### src/rtl/issue_unit.sv
// Issue stage: pops instructions from the instruction queue, resolves operands through the
// register status table (Qi) and the CDB, and dispatches into the first free reservation station.
module issue_unit #(
    parameter int unsigned DW   = 16,
    parameter int unsigned NREG = 8
) (
    input  logic            CLK,
    input  logic            CLR,
    input  logic            q_vazio,
    input  logic            q_cheio,
    input  logic            q_adc,
    output logic            q_rtr,
    input  logic [15:0]     q_instr,
    input  logic [6:0]      rs_busy,
    output logic [6:0]      rs_we,
    output logic [1:0]      rs_op,
    output logic [DW-1:0]   rs_vj,
    output logic [DW-1:0]   rs_vk,
    output logic [2:0]      rs_qj,
    output logic [2:0]      rs_qk,
    output logic [2:0]      rf_ra1,
    output logic [2:0]      rf_ra2,
    input  logic [DW-1:0]   rf_rd1,
    input  logic [DW-1:0]   rf_rd2,
    input  logic            cdb_valid,
    input  logic [2:0]      cdb_tag,
    input  logic [DW-1:0]   cdb_data,
    output logic [NREG-1:0] rf_wmask,
    output logic            stall
);

    localparam logic [0:0] IDLE = 1'b0;
    localparam logic [0:0] HOLD = 1'b1;

    logic [0:0]           state_q, state_d;
    logic [NREG-1:0][2:0] qi_q, qi_d;

    logic [3:0] opc;
    logic [2:0] rd, rs, rt, src_k;
    logic [5:0] imm;
    logic       op_valid, is_ld, is_st;

    assign opc      = q_instr[15:12];
    assign rd       = q_instr[11:9];
    assign rs       = q_instr[8:6];
    assign rt       = q_instr[5:3];
    assign imm      = q_instr[5:0];
    assign op_valid = (opc < 4'd6);
    assign is_ld    = (opc == 4'd4);
    assign is_st    = (opc == 4'd5);
    // Stores read their data register through the k port.
    assign src_k    = is_st ? rd : rt;

    logic [6:0] cls_mask, avail, sel;
    logic [2:0] sel_tag;

    always_comb begin
        cls_mask = '0;
        case (opc)
            4'd0, 4'd1: cls_mask = 7'b0000111;
            4'd2, 4'd3: cls_mask = 7'b0011000;
            4'd4, 4'd5: cls_mask = 7'b1100000;
            default:    cls_mask = '0;
        endcase
    end

    assign avail = cls_mask & ~rs_busy;
    assign sel   = avail & (~avail + 7'd1);

    always_comb begin
        sel_tag = '0;
        for (int i = 0; i < 7; i++) begin
            if (sel[i]) sel_tag = 3'(i + 1);
        end
    end

    logic in_hold, dispatch, pop;

    assign in_hold  = (state_q == HOLD);
    assign dispatch = in_hold & op_valid & (|avail);
    assign stall    = in_hold & op_valid & ~(|avail);
    assign q_rtr    = ~q_vazio & ~stall;
    // The queue services a concurrent write first, so the read is lost that cycle.
    assign pop      = q_rtr & ~q_vazio & ~(q_adc & ~q_cheio);
    assign state_d  = (stall | pop) ? HOLD : IDLE;

    assign rs_we  = dispatch ? sel : 7'd0;
    assign rs_op  = {1'b0, opc[0]};
    assign rf_ra1 = rs;
    assign rf_ra2 = src_k;

    logic [2:0] qi_j, qi_k;

    assign qi_j = qi_q[rs];
    assign qi_k = qi_q[src_k];

    always_comb begin
        rs_vj = rf_rd1;
        rs_qj = '0;
        if (qi_j != 3'd0) begin
            if (cdb_valid && (cdb_tag == qi_j)) rs_vj = cdb_data;
            else                                rs_qj = qi_j;
        end
        rs_vk = rf_rd2;
        rs_qk = '0;
        if (is_ld) begin
            rs_vk = {{(DW-6){1'b0}}, imm};
        end else if (qi_k != 3'd0) begin
            if (cdb_valid && (cdb_tag == qi_k)) rs_vk = cdb_data;
            else                                rs_qk = qi_k;
        end
    end

    always_comb begin
        rf_wmask = '0;
        for (int r = 0; r < NREG; r++) begin
            rf_wmask[r] = cdb_valid && (cdb_tag != 3'd0) && (qi_q[r] == cdb_tag);
        end
    end

    always_comb begin
        qi_d = qi_q;
        for (int r = 0; r < NREG; r++) begin
            if (rf_wmask[r]) qi_d[r] = '0;
        end
        // A new producer for rd overrides a same-cycle CDB clear.
        if (dispatch && !is_st) qi_d[rd] = sel_tag;
    end

    always_ff @(posedge CLK or posedge CLR) begin
        if (CLR) begin
            state_q <= IDLE;
            qi_q    <= '0;
        end else begin
            state_q <= state_d;
            qi_q    <= qi_d;
        end
    end

endmodule

### config.mk
export PLATFORM = sky130hd
export DESIGN_NAME = issue_unit
export DESIGN_NICKNAME = d
export VERILOG_FILES = /design/src/rtl/issue_unit.sv
export SDC_FILE = /design/constraint.sdc
export NUM_CORES = 1
export LEC_CHECK = 0
export ABC_AREA = 1
export CORE_MARGIN = 3
export CORE_UTILIZATION = 60
export CTS_BUF_LIST = sky130_fd_sc_hd__clkbuf_2
export CTS_CLUSTER_SIZE = 24
export DETAILED_ROUTE_END_ITERATION = 16
export DONT_BUFFER_PORTS = 1
export HOLD_SLACK_MARGIN = 0.15
export PLACE_DENSITY = 0.76
export SLEW_MARGIN = 5
export SYNTH_ARGS = -nofsm -noshare
export SYNTH_HDL_FRONTEND = slang
export SYNTH_SLANG_ARGS = --single-unit
### constraint.sdc
create_clock -name CLK -period 4.4 [get_ports CLK]
set_input_delay 0 -clock CLK [delete_from_list [all_inputs] [get_ports CLK]]
set_output_delay 0 -clock CLK [all_outputs]
set_load 0.02 [all_outputs]
* Word-level counts from Yosys, hierarchy flattened
Cells that the tools add are included.
** Storage, ports and cells
- Output and inout port bits :: 63
- Input bits :: 80
- Register bits :: 25
- Word-level logic and storage cells :: 106
** Operators by class
- Reduce and logical (&&, ||, !) cells :: 22
- Add/subtract/negate cells :: 1
- Equality and inequality tests :: 15
- $lt $le $gt $ge :: 5
- Bitwise operators :: 17
- Multiplexer cells :: 37
** Operators with widths (number)
- 16-bit 2-to-1 mux :: 5
- 3-bit 2-to-1 mux :: 23
- 3-bit == test :: 10
- 24-bit bitwise mux :: 1
- 24-bit 2-to-1 mux :: 1
- 7-bit one-hot mux with 3 select lines :: 1
- 3-bit binary-select mux with 3-bit select :: 2
- 7-bit bitwise AND :: 2
- 7-bit NOT :: 2
- 1-bit logical AND :: 13
- 3-bit by 4-bit less-than comparator with 1-bit output, second input constant :: 3
- 3-bit demux with 3-bit select :: 1
- 3-bit nonzero test :: 3
- 4-bit by 2-bit == test with 1-bit output, second input constant :: 2
- 4-bit by 3-bit == test with 1-bit output, second input constant :: 2
- 7-bit by 1-bit adder with 7-bit output, second input constant :: 1
- 1-bit bitwise AND :: 7
- 7-bit 2-to-1 mux :: 1
- 7-bit OR reduction :: 1
- 2-bit OR reduction :: 3
- 1-bit NOT :: 5
- 4-bit by 1-bit == test with 1-bit output, second input constant :: 1
- 4-bit logical NOT :: 1
- 4-bit by 3-bit less-than comparator with 1-bit output, second input constant :: 1
- other kinds (4) :: 5

* Logic depth before layout (Yosys ltp)
Gate-level depths: netlist of the first run.
- Depth after elaboration :: 16
- Mapped depth :: 18
- Mapped depth without buffers :: 16

* Worst setup path before layout of the first run
Ideal clock, no wire load.
- Kind :: input -> output
- Start :: in q_instr[12]
- End :: out rs_vk[11]
- Stages on the path :: 15
- Arrival :: 1892 ps
- Path buffers :: 1
- Path slack :: 2508 ps
- Path through :: inv_1 -> nor2_4 -> nand2_4 -> o21ai_2 -> inv_1 -> nand3_2 -> nand2_1 -> nand2_1 -> nand2_2 -> nor2_8 -> nand3_4 -> buf_6 -> nand2_1 -> nand2_1 -> nor2_1
** Between the ends
- Cells in the longest elaborated chain, start to end :: 9
** RTL lines
- from (decl) :: line 13 : input logic [15:0] q_instr,
- 4-bit by 3-bit == test with 1-bit output (*) :: line 50 : assign is_st = (opc == 4'd5);
- 3-bit 2-to-1 mux (*) :: line 52 : assign src_k = is_st ? rd : rt;
- via rf_ra2[2] :: line 22 : output logic [2:0] rf_ra2,
- 3-bit binary-select mux with 3-bit select (*) :: line 95 : assign qi_k = qi_q[src_k];
- 3-bit 2-to-1 mux (implied by the code) (*) :: line 95
- 3-bit == test :: line 109 : if (cdb_valid && (cdb_tag == qi_k)) rs_vk = cdb_data;
- 1-bit logical AND :: line 109
- 16-bit 2-to-1 mux :: line 109
- 16-bit 2-to-1 mux (*) :: line 108 : end else if (qi_k != 3'd0) begin
- 16-bit 2-to-1 mux (*) :: line 106 : if (is_ld) begin
- to (decl) :: line 18 : output logic [DW-1:0] rs_vk,
Mark *: on every way through the listed nets, which the timed path passes. The rest lies on a longest branch. The select of a mux whose other input is x is not followed.

* Worst setup path in the final report of the first run
- Start :: reg qi_q[16] in the netlist's numbering
- End :: out rs_vj[4]
** Between the ends
- Cells in the longest elaborated chain, start to end :: 6
** RTL lines
- from (decl) :: line 36 : logic [NREG-1:0][2:0] qi_q, qi_d;
- from (signal assigned) :: line 136 : qi_q <= qi_d;
- 3-bit binary-select mux with 3-bit select (*) :: line 94 : assign qi_j = qi_q[rs];
- 3-bit 2-to-1 mux (implied by the code) (*) :: line 94
- 3-bit == test :: line 101 : if (cdb_valid && (cdb_tag == qi_j)) rs_vj = cdb_data;
- 1-bit logical AND :: line 101
- 16-bit 2-to-1 mux :: line 101
- 16-bit 2-to-1 mux (*) :: line 100 : if (qi_j != 3'd0) begin
- to (decl) :: line 17 : output logic [DW-1:0] rs_vj,
Every way passes the cells marked *; elsewhere a longest branch is shown, timed or not. The select of a mux whose other input is x is not followed.

==> results.md, run 1 <==
- The number of warning messages in the yosys log is 0.
- The number of design rule violations left after detail routing is 0.
- In the synthesized netlist the async set-or-reset flop fraction comes to 100%.
- The tool flagged a number of max-cap violations equal to 0.
- Detailed routing inserted a total of 3467 vias.
- Setup violations remaining at the end of the flow were counted as 0.
- The count of input and output buffers is 0.
- The hold-fix buffer count after cts is 19.
- Along the worst path, the maximum fanout reaches 22.
- After floorplanning, the core was divided into 24 placement rows.
- Timing would allow up to 0.341 GHz.
- The final number of max-transition violations is 0.
- The arrival time at the worst endpoint is 2.94 ns.
- The total instance count after detailed placement is 552.
- After detailed routing, the number of vias per cell comes to 6.03.
- The length of the first detailed-routing pass in iterations is 5.
- The average routed wire per standard cell is 17.4 um.
- The TritonCTS clock tree is built.
- The synthesized netlist devotes 0% of its cell area to adder and majority cells.
- The share of synthesized area in the top cell type comes to 21.3%.
- The part of the Yosys area used for sequential elements is 21.3%.
- The average size of a mapped cell is 5.89 um^2.
- The kind of launch point of the worst setup path is a flop.
- In the global route stage, overall resource usage came out at 33.7%.
- The cell type contributing the most total cell area after synthesis is sky130_fd_sc_hd__dfrtp_1.
- Synthesis produced a netlist with a net count of 579.
- Measured against the total synthesized area, the mux share comes to 0%.
- The worst-case IR drop observed on VDD is 0.195 mV.
- The predominant post-synthesis flop cell is sky130_fd_sc_hd__dfrtp_1.
- Yosys mapped a number of flops with a built-in enable equal to 0.
- The later pin in the worst-skew pair is clocked with a latency of 0.36 ns.
- By count the netlist is led by 156 x sky130_fd_sc_hd__nand2_1, 64 x sky130_fd_sc_hd__inv_1, 44 x sky130_fd_sc_hd__nor2_1.
- The final non-filler cell total is 575.
- The worst min-delay path category is primary input to primary output.
- The total wirelength of the detailed-routed design is 10000 um.
- The clock passes through at most 2 buffers.
- The total count of hold-check failures in the final report was 0.
- The number of different library cells used by synthesis comes to 36.
- The clock transition at the register clock pins on the worst setup and hold paths after CTS is 0.24 ns.
- The total of cells resized after clock tree synthesis is 0.
- Entering global routing, the biggest net connects 27 pins.
- TritonCTS created 3 clock buffers.
- The clock drives 25 sinks.
- The final core utilization is 69.8%.
- The first global-routing pass estimated 16100 um of wire.
- Data on the critical path is required at its endpoint by 4.40 ns.
- In the post-synthesis netlist, the biggest area contributors are sky130_fd_sc_hd__dfrtp_1 21%, sky130_fd_sc_hd__nand2_1 20%, sky130_fd_sc_hd__inv_1 8.2%, sky130_fd_sc_hd__o21ai_0 6.5%, sky130_fd_sc_hd__nand3_1 6.1%.
- Buffers added to address setup during post-CTS repair amount to 0.
- Cells with a size suffix above 1 make up 8.24% of the layout.
- The endpoint type of the worst setup path is a primary output.
- The standby leakage power is 1.59 nW.
- The final setup TNS is 0 ns.
- After synthesis the netlist holds a flip-flop and latch count of 25.
- At the pin with the least slew margin, the transition time is 1.03 ns.
- After floorplanning, the core was sized to cover 0.00453 mm^2.
- In this run the number of H-tree levels came out at 1.
- In this run the vertical extent of the chip is 76.0 um.
- The congestion estimate from routability-driven global placement came to 1.02.
- The XOR/XNOR share of the synthesized area is 3.87%.
- The multi-input gate area in the final layout is 0.00195 mm^2.
- Synthesis handed over a netlist of 499 instances.
- For this configuration, the core starts out at a cell density of 64.8%.
- Measured along the x axis, the die boundary spans 76.0 um.
- The compound-gate portion of the synthesized area is 18.4%.
- The total congestion overflow is 0.
- For this design the top-level I/O count stands at 143.
- By instance count, the leading cell after synthesis is sky130_fd_sc_hd__nand2_1.
- After synthesis, the largest family of logic cells by area is simple AND/OR/NAND/NOR gates.
- The die covers 0.00578 mm^2.
- The cell area power density is 240 mW/mm^2.
- In this run the cell area of the synthesized design comes to 0.00294 mm^2.
- The storage element area is 626 um^2.
- The worst path uses 66.7% of the clock period.
- The number of global-route vias before repair came to 3329.
- The post-detailed-placement half-perimeter wirelength is 7380 um.
- The filler cells instantiated in the layout total 442.
- The critical path class is flop to primary output.
- Setup repair after global routing left no endpoint under its margin.
- CTS placed an instance of sky130_fd_sc_hd__clkbuf_2 at the clock tree root.
- In this run, the number of DRC markers left after iteration 0 of detailed routing was 263.
- The number of antenna violations at the first check in global routing is 0.
- The count of nets left with antenna violations once routing finished came out at 0.
- The number of diodes is 0.
- The layout-stage area growth over the synthesis result is 7.62%.
- The flow ran to the end, and the final reports show no timing, DRC or antenna violations.
- The worst path in the final design needs a cycle of 2.94 ns, including I/O delays and setup.
- The worst pin sits at a relative slew slack of 30.5%.
- Across the routed clock network, the largest skew measured is 0.00314 ns.
- The synthesized-area fraction occupied by and/or/nand/nor cells is 43.8%.
- The net total in the final layout is 591.
-- worst max-delay path, stage by stage (launching register included) --
cell	delay, ns
sky130_fd_sc_hd__dfrtp_1	0.50
sky130_fd_sc_hd__a21oi_1	0.17
sky130_fd_sc_hd__o21ai_0	0.12
sky130_fd_sc_hd__nand3_1	0.09
sky130_fd_sc_hd__o21ai_0	0.17
sky130_fd_sc_hd__nor3_1	0.83
sky130_fd_sc_hd__nor2_1	0.11
sky130_fd_sc_hd__buf_4	0.25
sky130_fd_sc_hd__nand2_1	0.08
sky130_fd_sc_hd__o21a_1	0.27
-- worst paths after layout --
check | from | endpoint | slack [ns] | cells after the start
min in group asynchronous | CLR | qi_q[10] | 0.27 | 2
max | qi_q[16] | rs_vj[4] | 1.46 | 9
min reg2reg | qi_q[12] | qi_q[12] | 0.64 | 2
max in group asynchronous | CLR | qi_q[14] | 3.56 | 2
min | rs_busy[0] | rs_we[1] | 0.17 | 2
max reg2reg | in_hold | in_hold | 1.57 | 11
-- power breakdown --
part,total [W],switching [W],internal (W)
Clock,0.0000968,0.0000728,0.0000240
Combinational,0.000378,0.000263,0.000114
Sequential,0.000285,0.0000280,0.000257
Total,0.000759,0.000364,0.000395
-- layout make-up --
type | count | share of cell area [%]
multi-input cells | 388 | 61.5
flip-flops and latches | 25 | 19.8
well taps | 65 | 2.57
repair buffers | 25 | 7.43
clock buffers | 4 | 0.633
inverters | 68 | 8.07
-- logic make-up after synthesis --
group,after synthesis
xor gates and xnor gates,13
other,1
buffers and inverters,86
DFF,25
AOI/OAI and AO/OA,91
and+or+nand+nor,283
-- flip-flops by register name, summed over array words and instances (netlist names) --
register	count
qi_q	24
in_hold	1
-- cells in the final DEF, fill, tap and decap left out, types with 4 or more instances in the layout --
cell type | synthesis | routed
sky130_fd_sc_hd__nor2_1 | 44 | 44
sky130_fd_sc_hd__buf_4 | 6 | 6
sky130_fd_sc_hd__o22ai_1 | 12 | 12
sky130_fd_sc_hd__nor4_1 | 7 | 7
sky130_fd_sc_hd__o31ai_1 | 13 | 13
sky130_fd_sc_hd__nand4_1 | 10 | 10
sky130_fd_sc_hd__xor2_1 | 10 | 10
sky130_fd_sc_hd__o21ai_0 | 38 | 38
sky130_fd_sc_hd__a21oi_1 | 14 | 14
sky130_fd_sc_hd__clkbuf_2 | 0 | 4
sky130_fd_sc_hd__dfrtp_1 | 25 | 25
sky130_fd_sc_hd__dlygate4sd3_1 | 0 | 19
sky130_fd_sc_hd__o21a_1 | 7 | 7
sky130_fd_sc_hd__or2_2 | 6 | 6
sky130_fd_sc_hd__nand2_2 | 5 | 5
sky130_fd_sc_hd__nand3_1 | 36 | 36
sky130_fd_sc_hd__nor2_2 | 5 | 5
sky130_fd_sc_hd__nand2_1 | 156 | 156
sky130_fd_sc_hd__inv_1 | 64 | 64
-- through the flow --
| step | total power (W) | cell area, um^2 | hold WS, ns | worst slack (ns) |
|---|---|---|---|---|
| finish | 0.000759 | 3160 | 0.174 | 1.46 |
| global route | 0.000810 | 3160 | 0.189 | 1.17 |
| CTS | 0.000753 | 3160 | 0.173 | 1.54 |
| detailed placement | 0.000636 | 2950 | 0.000331 | 1.99 |
| global placement | 0.000629 | 2950 | 0.000329 | 2.06 |
| floorplan | 0.000582 | 2940 | 0.0273 | 2.51 |
-- routing by layer --
metal | up-vias | wire length [um] | part of all wire, % | GRT usage [%]
li1 | 1643 | - | - | -
met1 | 1555 | 3760 | 38 | 40.4
met2 | 228 | 4610 | 46 | 55.9
met3 | 41 | 1180 | 12 | 7.92
met4 | 0 | 455 | 4.5 | 18.1
met5 | - | 0 | 0 | 0
No activity file was read; power rests on OpenSTA's default activity.
==> run 2: changes to the inputs <==
--- a/config.mk
+++ b/config.mk
@@ -13,7 +13,7 @@
 export DETAILED_ROUTE_END_ITERATION = 16
 export DONT_BUFFER_PORTS = 1
 export HOLD_SLACK_MARGIN = 0.15
-export PLACE_DENSITY = 0.76
+export PLACE_DENSITY = 0.79
 export SLEW_MARGIN = 5
 export SYNTH_ARGS = -nofsm -noshare
 export SYNTH_HDL_FRONTEND = slang
==> constraint.sdc (replaced) <==
create_clock -name CLK -period 2.65 [get_ports CLK]
set_input_delay 0 -clock CLK [delete_from_list [all_inputs] [get_ports CLK]]
set_output_delay 0 -clock CLK [all_outputs]
set_load 0.02 [all_outputs]
==> run 2 against run 1 <==
Worst hold slack worse by 0.018 ns; clock power rose by 63%; critical endpoint is now rs_vj[13]; highest routed layer unchanged; sequential power is 64% higher; critical path type unchanged; largest power group unchanged.
==> results.md, run 2 (same netlist as run 1, synthesis figures left out) <==
- Run status: finished, final reports clean (unchanged).
- The net total in the final layout is 602 (was 591).
- The final non-filler cell total is 586 (was 575).
- The headroom to the max-slew limit is 27.3% (was 30.5%).
- The required time at the endpoint of the critical path came to 2.65 ns (was 4.40 ns).
- The clock latency of the later-clocked register in the worst-skew pair came to 0.35 ns (was 0.36 ns).
- The number of global-route vias before repair is 3344 (was 3329).
- RSZ-0062 raised after global routing: no (unchanged).
- The leading cell type in the layout, fill and taps excluded was sky130_fd_sc_hd__nand2_1 (unchanged).
- The number of nets with antenna violations after routing is 0 (unchanged).
- For this run, the top clock speed supported by timing is 0.402 GHz.
- The clock transition at the register clock pins on the worst setup and hold paths after CTS is 0.25 ns (was 0.24 ns).
- The number of vias in the routed layout came to 3529 (was 3467).
- Crit-path cells: inv_1 > o21ai_0 > nand2_1 > o21ai_2 > xor2_1 > a21oi_1 > nand2_2 > nor2_4 > buf_6 > nand2_1 > nand2_1 (was a21oi_1 > o21ai_0 > nand3_1 > o21ai_0 > nor3_1 > nor2_1 > buf_4 > nand2_1 > o21a_1).
- The worst min-delay path category is primary input to primary output (unchanged).
- The most used cell along the critical path is sky130_fd_sc_hd__nand2_1 (was sky130_fd_sc_hd__o21ai_0).
- The cell at the root of the clock tree is sky130_fd_sc_hd__clkbuf_2 (unchanged).
- The post-detailed-placement half-perimeter wirelength is 7000 um (was 7380 um).
- The critical path class is flop to primary output (unchanged).
- The die span in y came to 76.0 um (unchanged).
- The worst setup skew after layout is 0.0126 ns (was 0.00314 ns).
- The maximum number of pins on one net before global-route repair is 27 (unchanged).
- The share of power burned in combinational logic was 52.2% (was 49.7%).
- The initial standard-cell utilization of the core is 64.8% (unchanged).
- The final number of max-transition violations is 0 (unchanged).
- The TritonCTS buffer count is 3 (unchanged).
- The layout-stage area growth over the synthesis result is 13.2% (was 7.62%).
- The highest fanout seen on the critical path is 12 (was 22).
- The total number of H-tree levels came to 1 (unchanged).
- The final setup TNS is 0 ns (unchanged).
- The fraction of power consumed by sequential logic came to 35.7% (was 37.5%).
- The slew at the pin with the worst max-slew slack is 1.08 ns (was 1.03 ns).
- The total congestion overflow came to 0 (unchanged).
- The clock tree buffer depth is 2 (unchanged).
- The final core utilization is 73.4% (was 69.8%).
- The fraction of power spent switching nets is 47.6% (was 47.9%).
- The number of top-level pins is 143 (unchanged).
- The maximum VDD drop is 0.235 mV (was 0.195 mV).
- The number of antenna violations at the first check in global routing is 0 (unchanged).
- The critical path's largest stage delay is 0.47 ns (was 0.83 ns).
- The length of the first detailed-routing pass in iterations came to 6 (was 5).
- The fraction of layout instances using a drive strength above 1 came to 14.0% (was 8.24%).
- The endpoint type of the worst setup path is a primary output (unchanged).
- The kind of launch point of the worst setup path is a flop (unchanged).
- The clock sink count came to 25 (unchanged).
- Counting I/O delays and the setup requirement, the final critical path takes 2.49 ns.
- The net switching power of the design is 0.000622 W (was 0.000364 W).
- The standard cell with the maximum stage delay on the critical path is sky130_fd_sc_hd__dfrtp_1 (was sky130_fd_sc_hd__nor3_1).
- The number of setup violations in the final report was 0 (unchanged).
- The die outline width was 76.0 um (unchanged).
- The average routed wire per standard cell is 17.4 um (about the same).
- The flip-flop count of the largest register, all copies and words added was 24 (unchanged).
- The largest register by flop count was qi_q (unchanged).
- The hold slack is 0.157 ns (was 0.174 ns).
- The total instance count after detailed placement is 555 (was 552).
- The count of input and output buffers came to 0 (unchanged).
- The final weighted congestion of routability-driven global placement is 0.972 (was 1.02).
- The final critical path takes up 93.8% of the cycle.
- Top library cells by usage in the layout, fill and taps aside: 151 x sky130_fd_sc_hd__nand2_1, 64 x sky130_fd_sc_hd__inv_1, 36 x sky130_fd_sc_hd__o21ai_0, 36 x sky130_fd_sc_hd__nand3_1, 33 x sky130_fd_sc_hd__nor2_1 (was 156 x sky130_fd_sc_hd__nand2_1, 64 x sky130_fd_sc_hd__inv_1, 44 x sky130_fd_sc_hd__nor2_1, 38 x sky130_fd_sc_hd__o21ai_0, 36 x sky130_fd_sc_hd__nand3_1).
- The arrival time at the worst endpoint was 2.49 ns (was 2.94 ns).
- The max capacitance violation total is 0 (unchanged).
- The total wirelength of the detailed-routed design is 10200 um (was 10000 um).
- The number of design rule violations left after detail routing is 0 (unchanged).
- The first-pass GRT wire length was 15600 um (was 16100 um).
- The core region area is 0.00453 mm^2 (unchanged).
- The via count normalized by instance count was 6.02 (was 6.03).
- The total count of hold-check failures in the final report is 0 (unchanged).
- The DRC violation total after the first TritonRoute iteration is 427 (was 263).
- The internal portion of total power is 0.000686 W (was 0.000395 W).
- The cell row count is 24 (unchanged).
- The number of diodes is 0 (unchanged).
- The total global routing track utilization was 32.5% (was 33.7%).
- The buffering stage count on the worst path with inverters included is 2 (was 1).
- The family with the most delay on the worst path is simple AND/OR/NAND/NOR gates (unchanged).
- The TritonCTS clock tree is built (unchanged).
- The overall die area is 0.00578 mm^2 (unchanged).
- The share of power burned in the clock network is 12.1% (was 12.7%).
- The cell area power density came to 393 mW/mm^2 (was 240 mW/mm^2).
- The fill cell total of the finished layout was 417 (was 442).
- The standby leakage power is 1.65 nW (was 1.59 nW).
## run 2: worst reg2reg max path: stages, from the launching register on
cell	delay, ns
sky130_fd_sc_hd__dfrtp_1	0.39
sky130_fd_sc_hd__inv_1	0.04
sky130_fd_sc_hd__nor2_1	0.08
sky130_fd_sc_hd__o21a_1	0.18
sky130_fd_sc_hd__inv_1	0.09
sky130_fd_sc_hd__nor2_1	0.37
sky130_fd_sc_hd__or2_2	0.19
sky130_fd_sc_hd__inv_1	0.10
sky130_fd_sc_hd__o21ai_0	0.11
sky130_fd_sc_hd__dlygate4sd3_1	0.59
sky130_fd_sc_hd__o21ai_0	0.08
## run 2: worst paths after layout
path                              startpoint         to  slack (ns)  depth (start not counted)
worst max-delay path                 qi_q[6]  rs_vj[13]        0.16                         11
worst min-delay path            cdb_data[11]  rs_vj[11]        0.16                          2
worst max register to register       in_hold    in_hold        0.34                         10
worst min register to register       qi_q[7]    qi_q[7]        0.63                          2
max in group asynchronous                CLR   qi_q[20]        1.80                          2
min in group asynchronous                CLR   qi_q[23]        0.27                          2
## run 2: through the flow
stage | setup WS [ns] | area, um^2 | power (W)
floorplan | 0.758 | 2940 | 0.000966
global placement | 0.522 | 2970 | 0.00104
detailed placement | 0.478 | 2970 | 0.00105
CTS | 0.0878 | 3190 | 0.00124
global route | 0.00668 | 3330 | 0.00139
finish | 0.165 | 3330 | 0.00131
## run 2: timing repair
action,in CTS,in global routing
buffers inserted,0,5
setup endpoints to repair,0,35
gates resized for setup,0,30
hold buffers,20,0
hold endpoints to repair,54,0
## run 2: metal layers
metal	GRT usage [%]	vias to the layer above	part of all wire, %
li1	-	1667	-
met1	40.0	1560	38
met2	55.1	266	47
met3	8.27	36	12
met4	11.4	0	3.4
met5	0	-	0
## run 2: area by class of cell
cell class	instances	area (um^2)	area share (%)
repair buffers	35	318	9.55
clock buffers	4	20.0	0.602
flip-flops and latches	25	626	18.8
well taps	65	81.3	2.44
inverters	68	255	7.67
multi-input cells	389	2030	60.9
## run 2: power by group through the flow
stage	combinational [W]	clock [W]	sequential, W
global placement	0.000569	0	0.000473
detailed placement	0.000576	0	0.000473
finish	0.000682	0.000158	0.000468
global route	0.000744	0.000177	0.000474
CTS	0.000611	0.000159	0.000466
floorplan	0.000504	0	0.000462
